$ cat src/rtl/obstacle_spawn_scheduler.sv
// Obstacle spawn scheduler: draws a gap and type from the 4-bit LFSR,
// counts frame ticks, and issues spawn pulses while capping obstacles on screen.
module obstacle_spawn_scheduler #(
  parameter int MIN_GAP   = 20,
  parameter int GAP_SCALE = 4,
  parameter int CNT_W     = 8,
  parameter int MAX_OBS   = 2,
  parameter int ACW       = 2
) (
  input  logic           clk,
  input  logic           reset,
  input  logic           game_active,
  input  logic           tick,
  input  logic [3:0]     lfsr_val,
  input  logic           obstacle_done,
  output logic           lfsr_en,
  output logic           spawn,
  output logic [1:0]     obstacle_type,
  output logic [ACW-1:0] active_count,
  output logic           holding
);

  typedef enum logic [2:0] {
    S_IDLE,
    S_DRAW,
    S_LATCH,
    S_WAIT,
    S_HOLD,
    S_SPAWN
  } state_t;

  localparam logic [CNT_W+3:0] GAP_MAX = {4'b0, {CNT_W{1'b1}}};

  state_t           r_state;
  logic [CNT_W-1:0] r_gap;
  logic [1:0]       r_type;
  logic             r_lfsr_en;
  logic             r_spawn;
  logic [1:0]       r_obs_type;
  logic [ACW-1:0]   r_active_count;
  logic             r_holding;

  logic [CNT_W+3:0] w_gap_full;
  logic [CNT_W-1:0] w_gap_sat;
  logic             w_room;
  logic             w_inc;
  logic             w_dec;
  logic [ACW-1:0]   w_cnt_nx;

  assign w_gap_full = (CNT_W+4)'(MIN_GAP)
                    + (CNT_W+4)'(lfsr_val) * (CNT_W+4)'(GAP_SCALE);
  assign w_gap_sat  = (w_gap_full > GAP_MAX) ? {CNT_W{1'b1}}
                                             : w_gap_full[CNT_W-1:0];

  assign w_room = r_active_count < ACW'(MAX_OBS);
  assign w_inc  = (r_state == S_SPAWN);
  // A done pulse with nothing on screen is dropped so the count cannot wrap.
  assign w_dec  = obstacle_done && (r_active_count != '0);

  always_comb begin
    w_cnt_nx = r_active_count;
    if (w_inc && !w_dec)
      w_cnt_nx = r_active_count + 1'b1;
    else if (!w_inc && w_dec)
      w_cnt_nx = r_active_count - 1'b1;
  end

  always_ff @(posedge clk) begin
    if (reset || !game_active) begin
      r_state        <= S_IDLE;
      r_gap          <= '0;
      r_type         <= '0;
      r_lfsr_en      <= 1'b0;
      r_spawn        <= 1'b0;
      r_obs_type     <= '0;
      r_active_count <= '0;
      r_holding      <= 1'b0;
    end else begin
      r_lfsr_en      <= 1'b0;
      r_spawn        <= 1'b0;
      r_obs_type     <= '0;
      r_holding      <= 1'b0;
      r_active_count <= w_cnt_nx;
      unique case (r_state)
        S_IDLE: begin
          r_state   <= S_DRAW;
          r_lfsr_en <= 1'b1;
        end
        S_DRAW: begin
          r_state <= S_LATCH;
        end
        S_LATCH: begin
          r_gap   <= w_gap_sat;
          r_type  <= lfsr_val[1:0];
          r_state <= S_WAIT;
        end
        S_WAIT: begin
          if (tick) begin
            if (r_gap <= CNT_W'(1)) begin
              r_gap <= '0;
              if (w_room) begin
                r_state    <= S_SPAWN;
                r_spawn    <= 1'b1;
                r_obs_type <= r_type;
              end else begin
                r_state   <= S_HOLD;
                r_holding <= 1'b1;
              end
            end else begin
              r_gap <= r_gap - 1'b1;
            end
          end
        end
        S_HOLD: begin
          if (w_room) begin
            r_state    <= S_SPAWN;
            r_spawn    <= 1'b1;
            r_obs_type <= r_type;
          end else begin
            r_holding <= 1'b1;
          end
        end
        S_SPAWN: begin
          r_state   <= S_DRAW;
          r_lfsr_en <= 1'b1;
        end
        default: begin
          r_state <= S_IDLE;
        end
      endcase
    end
  end

  assign lfsr_en       = r_lfsr_en;
  assign spawn         = r_spawn;
  assign obstacle_type = r_obs_type;
  assign active_count  = r_active_count;
  assign holding       = r_holding;

endmodule

$ cat config.mk
export PLATFORM = sky130hd
export DESIGN_NAME = obstacle_spawn_scheduler
export DESIGN_NICKNAME = d
export VERILOG_FILES = /design/src/rtl/obstacle_spawn_scheduler.sv
export SDC_FILE = /design/constraint.sdc
export NUM_CORES = 1
export LEC_CHECK = 0
export BUFFER_PORTS_ARGS = -buffer_cell sky130_fd_sc_hd__buf_2
export CAP_MARGIN = 20
export CORE_ASPECT_RATIO = 0.7
export CORE_MARGIN = 2
export CORE_UTILIZATION = 35
export CTS_CLUSTER_DIAMETER = 40
export DETAILED_ROUTE_END_ITERATION = 8
export PLACE_DENSITY = 0.6
export RECOVER_POWER = 25
export SETUP_SLACK_MARGIN = 0.1
export SKIP_LAST_GASP = 1
export SYNTH_ARGS = -nofsm -noshare
export SYNTH_HDL_FRONTEND = slang
export SYNTH_SLANG_ARGS = --single-unit
$ cat constraint.sdc
create_clock -name clk -period 5.1 [get_ports clk]
set_input_delay 1.02 -clock clk [delete_from_list [all_inputs] [get_ports clk]]
set_output_delay 1.02 -clock clk [all_outputs]
set_load 0.005 [all_outputs]
* After elaboration in Yosys (flattened, before gate mapping)
Index checks and enable logic that the tools add are counted.
W data, S select, Z words.
** Word-level totals
- Input bits :: 9
- Output and inout port bits :: 7
- Bits in registers :: 20
** Operators by class
- $lt $le $gt $ge :: 3
- Add/sub/neg operators :: 4
- Equal/unequal tests :: 8
- Reductions and logical operators :: 14
- Mux-type cells :: 24
** Operators by type and width (count)
- $mux W8 :: 3
- $pmux W8 S2 :: 1
- $pmux W3 S5 :: 1
- $mux W2 :: 5
- $mux W3 :: 3
- $gt A7 B8 Y1 const B :: 1
- $le A8 B1 Y1 const B :: 1
- $mux W1 :: 8
- $sub A8 B1 Y8 const B :: 1
- $add A5 B6 Y7 const A :: 1
- $eq A3 B2 Y1 const B :: 2
- $eq A3 B3 Y1 const B :: 2
- $ne A2 B2 Y1 const B :: 3
- $reduce_bool A2 Y1 :: 3
- $pmux W1 S2 :: 2
- $pmux W2 S2 :: 1
- $eq A3 B1 Y1 const B :: 1
- $logic_and A1 B1 Y1 :: 3
- $logic_not A1 Y1 :: 3
- $logic_not A3 Y1 :: 1
- $reduce_and A3 Y1 :: 1
- $add A2 B1 Y2 const B :: 1
- $lt A2 B2 Y1 const B :: 1
- $reduce_and A2 Y1 :: 1
- other kinds (3) :: 3

* Longest topological paths before layout
Gate-level depths: netlist of run 1.
- Depth in word-level cells :: 5
- Depth in mapped cells :: 7
- Gate-level depth less buffers :: 6

* Least setup slack after synthesis of run 1
Ideal clock, no wire load.
- Kind :: input -> register
- From :: input obstacle_done
- To :: register r_active_count[1], in the netlist active_count[1]
- Arrival time :: 1.871 ns
- Stages on the path :: 4
- Path buffers :: 0
- Path slack :: 3.159 ns
- Cell sequence :: o21ai_0 > ha_1 > or3_1 > a21oi_1
** On the way
- Cells in the longest elaborated chain, start to end :: 4
- Elaborated cells on any way between the ends :: 6
** RTL lines
- start, declared :: RTL line 15 : input logic obstacle_done,
- $logic_and A1 B1 Y1 (*) :: RTL line 58 : assign w_dec = obstacle_done && (r_active_count != '0);
- $logic_not A1 Y1 :: RTL line 62 : if (w_inc && !w_dec)
- $logic_and A1 B1 Y1 :: RTL line 62
- $mux W2 / $reduce_bool A2 Y1 (equally long branches)
- end signal, assigned :: RTL line 83 : r_active_count <= w_cnt_nx;
- end, declared :: RTL line 40 : logic [ACW-1:0] r_active_count;
Mark *: on every way between the ends. The rest lies on a longest branch, timed or not.
A chain may end at the register's enable or synchronous reset.

* Worst setup path after layout of run 1
- From :: input tick
- To :: register r_gap[2]
** On the way
- Cells in the longest elaborated chain, start to end :: 2
** RTL lines
- start, declared :: RTL line 13 : input logic tick,
- $ne A2 B2 Y1 (no line)
- $reduce_and A2 Y1 (no line)
- end signal, assigned :: RTL line 93 : r_gap <= w_gap_sat;
- end signal, assigned :: RTL line 110 : r_gap <= r_gap - 1'b1;
- end, declared :: RTL line 35 : logic [CNT_W-1:0] r_gap;
No other way between the ends.

==> results of run 1 <==
cell usage after synthesis, drive strengths merged, types with 3 or more instances:
master  number  area (sq um)
inv          6         22.52
nor2         8         30.03
or3          7         43.79
o21ai        7         35.03
a21oi       13         65.06
dfxtp       20         400.4
nor4         4         25.02
buf          3         27.52
xor2         3         26.28
nor3         8         40.04
nor3b        3         22.52
ha           4         50.05
o32ai        3         26.28
a31oi        4         25.02
nand2       10         37.54
per-layer routing:
layer	GRT usage, %	part of all wire (%)	vias up
met4	2.885	0.56	0
met2	19.97	41	31
met5	0	0	-
met3	5.020	6.6	2
li1	-	-	506
met1	20.59	52	451
stage by stage:
| stage | worst slack, ps | hold WS, ps | utilization, % | total power (uW) |
|---|---|---|---|---|
| 2_1_floorplan | 3159 | 448.5 | - | 179.0 |
| 3_3_place_gp | 2842 | 465.0 | 40.56 | 186.4 |
| 3_5_place_dp | 2835 | 460.3 | 40.56 | 186.4 |
| 4_1_cts | 3079 | 475.9 | 42.00 | 286.3 |
| 5_1_grt | 2945 | 498.4 | 41.91 | 299.8 |
| 6_report | 3067 | 475.0 | 41.91 | 284.1 |
area by class of cell:
type / count / area share, %
clock buffer: 3 / 3.441
inverter: 6 / 1.877
multi-input combinational: 98 / 51.51
sequential: 20 / 33.37
tap: 36 / 3.754
timing repair buffer: 15 / 6.048
state kept, by name, summed over array words and instances, names as in the netlist:
register	flops
r_state	3
spawn	1
lfsr_en	1
r_type	2
holding	1
obstacle_type	2
active_count	2
r_gap	8
how the worst min path moves through the flow:
stage | to | cells after the start | from | slack (ps)
2_1_floorplan | r_type[0] | 2 | r_type[0] | 450
3_3_place_gp | r_type[1] | 2 | r_type[1] | 470
3_5_place_dp | obstacle_type[1] | 1 | r_type[1] | 460
4_1_cts | obstacle_type[1] | 1 | r_type[1] | 480
5_1_grt | obstacle_type[0] | 1 | r_type[0] | 500
6_report | obstacle_type[1] | 1 | r_type[1] | 480
worst reg2reg max path, cell delays in order (launching register included):
cell and delay (ps):
sky130_fd_sc_hd__dfxtp_1 470, sky130_fd_sc_hd__inv_1 80, sky130_fd_sc_hd__ha_1 270, sky130_fd_sc_hd__or2_2 350
sky130_fd_sc_hd__a31o_2 240, sky130_fd_sc_hd__or4_1 400, sky130_fd_sc_hd__a31oi_1 140
report_power, final:
part           internal [uW]  switching [uW]  leakage [uW]
Combinational           9.53            12.3      0.000280
Clock                   52.6            48.6     0.0000216
Sequential               158            3.26      0.000162
logic make-up after synthesis:
logic type,share of synthesized area (%)
buf+inv,5.348
mux,0.9303
compound gates,20.23
fa+ha+maj,4.651
simple gates,27.56
flops,37.21
xor+xnor,4.071
==> flow_summary.ini, run 1 <==
[status]
status = completed

[final_layout]
post_route_cells_drive_above_1_share_pct = 14.08
design.final.nets = 157
seq_area_sq_um = 400.4
multi_input_comb_area_sq_um = 618.1
most-common-layout-cells = sky130_fd_sc_hd__dfxtp_1 (20), sky130_fd_sc_hd__a21oi_1 (13), sky130_fd_sc_hd__buf_2 (13), sky130_fd_sc_hd__nand2_1 (10)
antenna_cells = 0
layout-area-overhead-vs-synth_pct = 11.51
fillCellCount = 318
post_layout_nonfiller_instances = 178
most_common_cell_after_layout_fill_and_taps_aside = sky130_fd_sc_hd__dfxtp_1
final_cell_area_sq_um = 1200

[sta]
finClkSkew_ps = 2.388
layout_worst_path_cycle_share_pct = 39.87
max_slew.worst_pin.slew_ps = 596.1
fin_crit_ps = 2033
maxSlewHeadroom_pct = 59.95
maxSlewViolCount = 0
setup-violations-final = 0
setup_total_negative_slack_ps = 0
max_freq_ghz = 0.4918
hold_viol = 0
grt_setup_unrepaired = no

[synthesis]
ys.warnings.count = 0
syn_inst = 129
syn_nets = 142
synthFlopType = sky130_fd_sc_hd__dfxtp_1
avgSynthCellArea_sq_um = 8.341
synth.cell_area_sq_um = 1076
synth_seq_area_share_pct = 37.21
synth.ff_latch_count = 20
postSynth.asyncResetShare_pct = 0
number_of_synthesized_flops_with_an_enable_pin = 0
count_of_unique_library_cells_instantiated_by_yosys = 38

[cts]
numCtsBuffers = 3
cell_chosen_for_the_clock_root = sky130_fd_sc_hd__clkbuf_8
tritoncts = yes
h-tree-depth = 1
post_cts.resized_instances = 0
postCtsSetupRepairBufs = 0
clk_pin_slew_worst_paths_ps = 70
cts_hold_buffers_added = 0
clk-insertion-delay-late_ps = 250
max-clock-path-buffers = 2
numClockSinks = 20

[global_routing]
grt_start_max_net_pins = 17
grt_pass1_wl_mm = 3.939
antenna_found_initial = 0
grt_remaining_overflow = 0
first_global_vias = 863
grtUsageTotal_pct = 14.15

[routing]
post-route-drc-count = 0
detailroute.via_count = 990
via_per_inst = 5.562
avgRoutedWirePerCell_microns = 13.01
drtPass1Iterations = 4
first_iter_violations = 38
ant_nets = 0
routed_wl_mm = 2.316

[critical_path]
buffers_inverters_on_critical_path = 1
critPathLaunch = tick
cp-end-kind = register
critical-path-max-stage-delay_ps = 520
rr_startpoint = r_gap[0]
start_kind = input pin
crit_type = input pin to register
ff2ff_setup_slack_ps = 3070
critical_path_arrival_ps = 2210
crit_path_cell_trace = buf_2 -> nor2b_1 -> or2_1 -> or4_1 -> a31oi_1
top_delay_family_on_crit_path = simple AND/OR/NAND/NOR gates
critical_path.reg2reg.endpoint = r_gap[2]
crit_path_max_fo = 13
timing.critical_path.depth = 5
crit_end = r_gap[2]
rr_worst_depth = 6
cp.required_ps = 5280
critical-path-slowest-cell = sky130_fd_sc_hd__or4_1

[die]
top_level_ports = 16
floorplan.rows = 16
die_w_microns = 70.27
design.die.area_sq_um = 3541
initial_core_util_pct = 37.59
chipHeight_microns = 50.39
floorplan.core_area_sq_um = 2863

[power_and_ir_drop]
power-per-cell-area_nw_per_um2 = 236.8
leakage_uw = 0.0004634
max-vdd-ir-drop_v = 0.0001607

[place]
numPortBuffers = 15
place.detailed.instances = 175
detailedPlacementHpwl_mm = 1.671
postPlaceCellArea_sq_um = 1161
place_congestion = 0.8814

[job]
maxCapViolCount = 0

[min_path]
min_path_type = register to register
No activity file was read; power rests on OpenSTA's default activity.
==> run 2, diff against run 1 <==
--- a/config.mk
+++ b/config.mk
@@ -5,6 +5,7 @@
 export SDC_FILE = /design/constraint.sdc
 export NUM_CORES = 1
 export LEC_CHECK = 0
+export ABC_AREA = 1
 export BUFFER_PORTS_ARGS = -buffer_cell sky130_fd_sc_hd__buf_2
 export CAP_MARGIN = 20
 export CORE_ASPECT_RATIO = 0.7
==> constraint.sdc (replaced) <==
create_clock -name clk -period 2.09 [get_ports clk]
set_input_delay 0.418 -clock clk [delete_from_list [all_inputs] [get_ports clk]]
set_output_delay 0.418 -clock clk [all_outputs]
set_load 0.005 [all_outputs]
==> run 2 against run 1 <==
  * Die area rose by 2.9%
  * Worst hold slack got worse by 36 ps
  * Critical endpoint is now active_count[1]
  * Sequential cell count is the same
  * Setup slack worse by 2500 ps
  * Synthesized area increased by 3.1%
  * Cell count up 21%
==> flow_summary.ini, run 2 <==
[final_layout]
layout-area-overhead-vs-synth_pct = 15.22
antenna_cells = 0
post_route_cells_drive_above_1_share_pct = 16.85
reg.largest.list = r_gap x8, r_state x3
most-common-layout-cells = sky130_fd_sc_hd__nand2_1 (31), sky130_fd_sc_hd__nor2_1 (24), sky130_fd_sc_hd__inv_1 (20), sky130_fd_sc_hd__dfxtp_1 (20), sky130_fd_sc_hd__a21oi_1 (14)
fillCellCount = 309
seq_area_sq_um = 400.4
largest-register = r_gap
design.final.nets = 192
multi_input_comb_area_sq_um = 613.1
flip_flop_count_of_the_largest_register_after_layout = 8
layout.core_utilization_pct = 41.46
post_layout_nonfiller_instances = 216
most_common_cell_after_layout_fill_and_taps_aside = sky130_fd_sc_hd__nand2_1

[cts]
postCtsSetupRepairBufs = 0
clk-insertion-delay-late_ps = 260
tritoncts = yes
cts_hold_buffers_added = 0
cell_chosen_for_the_clock_root = sky130_fd_sc_hd__clkbuf_8
h-tree-depth = 1
numClockSinks = 20
numCtsBuffers = 3
clk_pin_slew_worst_paths_ps = 80
max-clock-path-buffers = 2
post_cts.resized_instances = 0

[min_path]
hold_path_startpoint = r_type[0]
min_to = obstacle_type[0]
number_of_cells_on_the_worst_hold_path = 2
min_path_type = register to register

[synthesis]
ys_top_cells_by_area = sky130_fd_sc_hd__dfxtp_1 (36%), sky130_fd_sc_hd__nand2_1 (10%), sky130_fd_sc_hd__nor2_1 (8.1%)
ys.warnings.count = 0
synth.ff_latch_count = 20
synth_top_cell_area_share_pct = 36.08
synth_seq_area_share_pct = 36.08
number_of_synthesized_flops_with_an_enable_pin = 0
count_of_unique_library_cells_instantiated_by_yosys = 27
avgSynthCellArea_sq_um = 6.936
synth_most_common_cell = sky130_fd_sc_hd__nand2_1
postSynth.asyncResetShare_pct = 0
syn_inst = 160
synth.cell_area_sq_um = 1110
syn_nets = 173
synth_area_leader_cell = sky130_fd_sc_hd__dfxtp_1
synth_common_cells = sky130_fd_sc_hd__nand2_1 (31), sky130_fd_sc_hd__nor2_1 (24), sky130_fd_sc_hd__dfxtp_1 (20), sky130_fd_sc_hd__inv_1 (20), sky130_fd_sc_hd__a21oi_1 (14)
synthFlopType = sky130_fd_sc_hd__dfxtp_1

[sta]
setup_total_negative_slack_ps = 0
fin_ws_ps = 549.2
finClkSkew_ps = 3.615
layout_worst_path_cycle_share_pct = 73.72
max_freq_ghz = 0.6490
hold_viol = 0
max_slew.worst_pin.slew_ps = 326.2
setup-violations-final = 0
fin_crit_ps = 1541
maxSlewViolCount = 0
grt_setup_unrepaired = no
maxSlewHeadroom_pct = 78.20

[power_and_ir_drop]
clockPowerShare_pct = 38.3
seqPwrFrac_pct = 51.0
leakage_uw = 0.0005612
power_report.internal_total_uw = 586.5
comb_power_share_pct = 10.8
power_switching_share_pct = 24.07
net-switching-power_uw = 185.9
power-per-cell-area_nw_per_um2 = 604.1
max-vdd-ir-drop_v = 0.0002698

[critical_path]
start_kind = register
critical-path-slowest-cell = sky130_fd_sc_hd__dfxtp_1
cp-end-kind = register
ff2ff_setup_slack_ps = 550
crit_type = register to register
critical_path.reg2reg.endpoint = active_count[1]
rr_worst_depth = 8
crit_path_cell_trace = inv_1 -> nand2_1 -> nor2_1 -> ha_1 -> a21oi_1 -> o21ai_0 -> o21ai_0 -> a21oi_1
buffers_inverters_on_critical_path = 1
cp.required_ps = 2240
rr_startpoint = r_state[1]
critical-path-max-stage-delay_ps = 360
critical_path_arrival_ps = 1690
top_delay_family_on_crit_path = compound AO/OA/AOI/OAI gates
crit_path_max_fo = 5
timing.critical_path.depth = 8

[global_routing]
grt_start_max_net_pins = 13
antenna_found_initial = 0
grtUsageTotal_pct = 13.85
grt_pass1_wl_mm = 3.967
grt_remaining_overflow = 0
first_global_vias = 932

[routing]
drtPass1Iterations = 4
ant_nets = 0
avgRoutedWirePerCell_microns = 10.63
detailroute.via_count = 1036
routed_wl_mm = 2.295
first_iter_violations = 36
via_per_inst = 4.796
post-route-drc-count = 0

[die]
chipHeight_microns = 51.12
top_level_ports = 16
floorplan.core_area_sq_um = 3084
initial_core_util_pct = 35.98
floorplan.rows = 17
design.die.area_sq_um = 3645
die_w_microns = 71.31

[place]
place_congestion = 0.8461
detailedPlacementHpwl_mm = 1.814
place.detailed.instances = 212
numPortBuffers = 15
placement.setup.worst_slack_ps = 575.6

[job]
maxCapViolCount = 0

[status]
status = completed
-- run 2: changes by cell type in the layout (fill, tap and decap cells not counted), sizes merged, moves of 6 or more --
cell | previous run | this run
nand3 | 1 | 7
nor3 | 8 | 2
nor2 | 8 | 28
o21ai | 7 | 16
or3 | 7 | 0
nand2 | 10 | 34
inv | 6 | 24
-- run 2: worst max-delay path by stage --
stage	endpoint	startpoint	slack, ps
finish	active_count[1]	r_state[1]	550
detailed placement	active_count[1]	r_state[1]	580
global route	active_count[1]	r_state[1]	370
global placement	active_count[1]	r_state[2]	630
CTS	active_count[1]	r_state[1]	570
floorplan	active_count[1]	r_state[1]	690
-- run 2: layer usage --
layer | part of all wire (%) | up-vias | track usage [%]
met4 | 1.1 | 0 | 3.459
met3 | 4.7 | 4 | 4.142
li1 | - | 550 | -
met5 | 0 | - | 0
met2 | 41 | 30 | 19.91
met1 | 53 | 452 | 20.05
-- run 2: cell type report --
class | instances | share of cell area (%)
well taps | 38 | 3.718
flip-flops and latches | 20 | 31.31
repair buffers | 15 | 5.479
inverters | 24 | 7.241
multi-input cells | 115 | 47.95
clock buffers | 4 | 4.305
-- run 2: logic make-up (layout without fill, tap and decap cells) --
| family | after synthesis | in the layout | share of synthesized area (%) |
|---|---|---|---|
| AND/OR/NAND/NOR | 73 | 73 | 29.99 |
| buffers and inverters | 25 | 43 | 8.681 |
| adder cells (fa/ha/maj) | 4 | 4 | 4.510 |
| AO/OA/AOI/OAI | 34 | 34 | 17.59 |
| flip-flops | 20 | 20 | 36.08 |
| XOR/XNOR | 4 | 4 | 3.157 |
-- run 2: worst register-to-register path, cell delays in order, from the launching register on --
cell                      delay (ps)
sky130_fd_sc_hd__dfxtp_1         360
sky130_fd_sc_hd__inv_1           150
sky130_fd_sc_hd__nand2_1          80
sky130_fd_sc_hd__nor2_1          150
sky130_fd_sc_hd__ha_1            270
sky130_fd_sc_hd__a21oi_1         110
sky130_fd_sc_hd__o21ai_0         110
sky130_fd_sc_hd__o21ai_0         150
sky130_fd_sc_hd__a21oi_1          50
-- run 2: power by group through the flow --
| stage | logic, uW | registers, uW | clock network, uW |
|---|---|---|---|
| floorplan | 60.2 | 401 | 0 |
| global placement | 81.2 | 402 | 0 |
| detailed placement | 83.6 | 402 | 0 |
| CTS | 84.2 | 393 | 306 |
| global route | 96.2 | 395 | 317 |
| finish | 83.1 | 394 | 296 |
-- run 2: stage by stage --
step	power (uW)	area (sq um)	hold slack (ps)
after floorplan	461.6	1110	416.0
after global placement	483.3	1229	425.4
after detailed placement	486.1	1229	429.5
after CTS	783.6	1284	440.4
after global routing	807.9	1279	483.1
final	772.5	1279	438.8
==> run 3, diff against run 2 <==
--- a/config.mk
+++ b/config.mk
@@ -13,7 +13,7 @@
 export CORE_UTILIZATION = 35
 export CTS_CLUSTER_DIAMETER = 40
 export DETAILED_ROUTE_END_ITERATION = 8
-export PLACE_DENSITY = 0.6
+export PLACE_DENSITY = 0.62
 export RECOVER_POWER = 25
 export SETUP_SLACK_MARGIN = 0.1
 export SKIP_LAST_GASP = 1
==> constraint.sdc (replaced) <==
create_clock -name clk -period 1.4 [get_ports clk]
set_input_delay 0.28 -clock clk [delete_from_list [all_inputs] [get_ports clk]]
set_output_delay 0.28 -clock clk [all_outputs]
set_load 0.005 [all_outputs]
==> run 3 against run 2 <==
  * Combinational power increased by 94%
  * Highest routed layer unchanged
  * Maximum frequency grew 20%
  * Sequential share of layout area fell by 3.9 points
  * Largest power group unchanged
  * Critical endpoint unchanged
==> flow_summary.ini, run 3 (synthesis results as in run 2) <==
[critical_path]
ff2ff_setup_slack_ps = 110
critPathLaunch = r_state[1]
rr_startpoint = r_state[1]
crit_path_max_fo = 2
cp.required_ps = 1550
crit_type = register to register
buffers_inverters_on_critical_path = 1
crit_end = active_count[1]
cp-end-kind = register
top_delay_family_on_crit_path = compound AO/OA/AOI/OAI gates
timing.critical_path.depth = 8
rr_worst_depth = 8
critical-path-slowest-cell = sky130_fd_sc_hd__dfxtp_4
critical_path_arrival_ps = 1440
critical_path.reg2reg.endpoint = active_count[1]
critical-path-max-stage-delay_ps = 350
crit_path_cell_trace = inv_4 -> nand2_4 -> nor2_4 -> ha_4 -> a21oi_2 -> o21ai_2 -> o21ai_1 -> a21oi_1
start_kind = register

[cts]
numClockSinks = 20
cell_chosen_for_the_clock_root = sky130_fd_sc_hd__clkbuf_8
tritoncts = yes
numCtsBuffers = 3
h-tree-depth = 1
clk-insertion-delay-late_ps = 260
cts_hold_buffers_added = 0
max-clock-path-buffers = 2
clk_pin_slew_worst_paths_ps = 70

[sta]
max_slew.worst_pin.slew_ps = 247.7
finClkSkew_ps = 1.064
max_freq_ghz = 0.7765
setup-violations-final = 0
layout_worst_path_cycle_share_pct = 91.99
maxSlewHeadroom_pct = 83.42
hold_viol = 0
grt_setup_unrepaired = yes
maxSlewViolCount = 0
fin_crit_ps = 1288
hold_slack_ps = 339.8

[status]
status = completed

[global_routing]
grtUsageTotal_pct = 15.20
grt_remaining_overflow = 0
first_global_vias = 982
grt_pass1_wl_mm = 4.271
antenna_found_initial = 0
grt_start_max_net_pins = 12

[job]
maxCapViolCount = 0

[final_layout]
reg.largest.list = r_gap x8, r_state x3
post_route_cells_drive_above_1_share_pct = 38.42
design.final.nets = 204
final_cell_area_sq_um = 1520
antenna_cells = 0
most-common-layout-cells = sky130_fd_sc_hd__nand2_1 (26), sky130_fd_sc_hd__nor2_1 (19), sky130_fd_sc_hd__inv_1 (16), sky130_fd_sc_hd__dfxtp_1 (15), sky130_fd_sc_hd__buf_2 (12)
flip_flop_count_of_the_largest_register_after_layout = 8
largest-register = r_gap
layout-area-overhead-vs-synth_pct = 36.98
most_common_cell_after_layout_fill_and_taps_aside = sky130_fd_sc_hd__nand2_1

[power_and_ir_drop]
leakage_uw = 0.0006373
power-per-cell-area_nw_per_um2 = 784.2
max-vdd-ir-drop_v = 0.0004463

[routing]
routed_wl_mm = 2.762
via_per_inst = 4.855
ant_nets = 0
drtPass1Iterations = 4
detailroute.via_count = 1107
first_iter_violations = 57
avgRoutedWirePerCell_microns = 12.11
post-route-drc-count = 0

[die]
chipHeight_microns = 51.12
top_level_ports = 16
die_w_microns = 71.31
floorplan.core_area_sq_um = 3084
initial_core_util_pct = 35.98
floorplan.rows = 17
design.die.area_sq_um = 3645

[min_path]
min_path_type = input pin to register

[place]
numPortBuffers = 15
place_congestion = 0.8524
detailedPlacementHpwl_mm = 2.013
postPlaceCellArea_sq_um = 1277
## run 3: cell types whose count changed in the layout (fill, tap and decap cells not counted), moves of 5 or more
cell,change
sky130_fd_sc_hd__a21oi_1,-5
sky130_fd_sc_hd__nand2_1,-5
sky130_fd_sc_hd__a21oi_2,+5
sky130_fd_sc_hd__o21ai_0,-7
sky130_fd_sc_hd__dfxtp_1,-5
sky130_fd_sc_hd__buf_4,+10
sky130_fd_sc_hd__o21ai_1,+5
sky130_fd_sc_hd__nor2_1,-5
## run 3: where the power goes
group	switching, uW	internal (uW)
clock	199	251
combinational	94.6	66.1
sequential	8.95	573
## run 3: what timing repair did
item,CTS,global route
buffers inserted,2,4
resized for setup,7,41
pin swaps,2,11
endpoints found under the setup margin,9,15
hold endpoints to repair,0,0
## run 3: tightest hold or removal path: cells and delay by family
| kind | cells | cell delay, ps |
|---|---|---|
| compound gates | 2 | 190 |
| buf+inv | 1 | 100 |
## run 3: worst min-delay path by stage
stage	start	end	slack, ps	cells past startpoint
floorplan	r_type[0]	obstacle_type[0]	420	2
global placement	r_type[1]	obstacle_type[1]	430	2
detailed placement	r_type[1]	obstacle_type[1]	430	2
CTS	lfsr_val[1]	r_type[1]	340	3
global route	lfsr_val[3]	r_gap[6]	370	3
finish	lfsr_val[3]	r_gap[6]	340	3
## run 3: final cells by class
| class | count | area, sq um |
|---|---|---|
| inverters | 24 | 102.6 |
| fillers | 291 | 1564 |
| clock buffers | 4 | 55.05 |
| repair buffers | 27 | 168.9 |
| well taps | 38 | 47.55 |
| flip-flops and latches | 20 | 416.7 |
| multi-input cells | 115 | 729.5 |
## run 3: stage by stage
| stage | utilization (%) | TNS [ps] | setup slack [ps] | total power, uW | std cells |
|---|---|---|---|---|---|
| finish | 49.29 | 0 | 112.2 | 1192 | 228 |
| global route | 49.29 | 0 | 42.69 | 1246 | 228 |
| CTS | 44.02 | 0 | 72.45 | 1183 | 224 |
| detailed placement | 41.42 | -3.445 | -3.445 | 736.3 | 218 |
| global placement | 41.42 | 0 | 82.26 | 731.7 | 218 |
| floorplan | - | 0 | 99.35 | 690.1 | 160 |
## run 3: metal layers
metal / part of all wire [%] / global-route usage, % / up-vias
met5: 0 / 0 / -
met4: 1.0 / 6.289 / 0
met3: 4.2 / 4.339 / 5
met2: 47 / 23.30 / 21
met1: 48 / 20.07 / 507
li1: - / - / 574
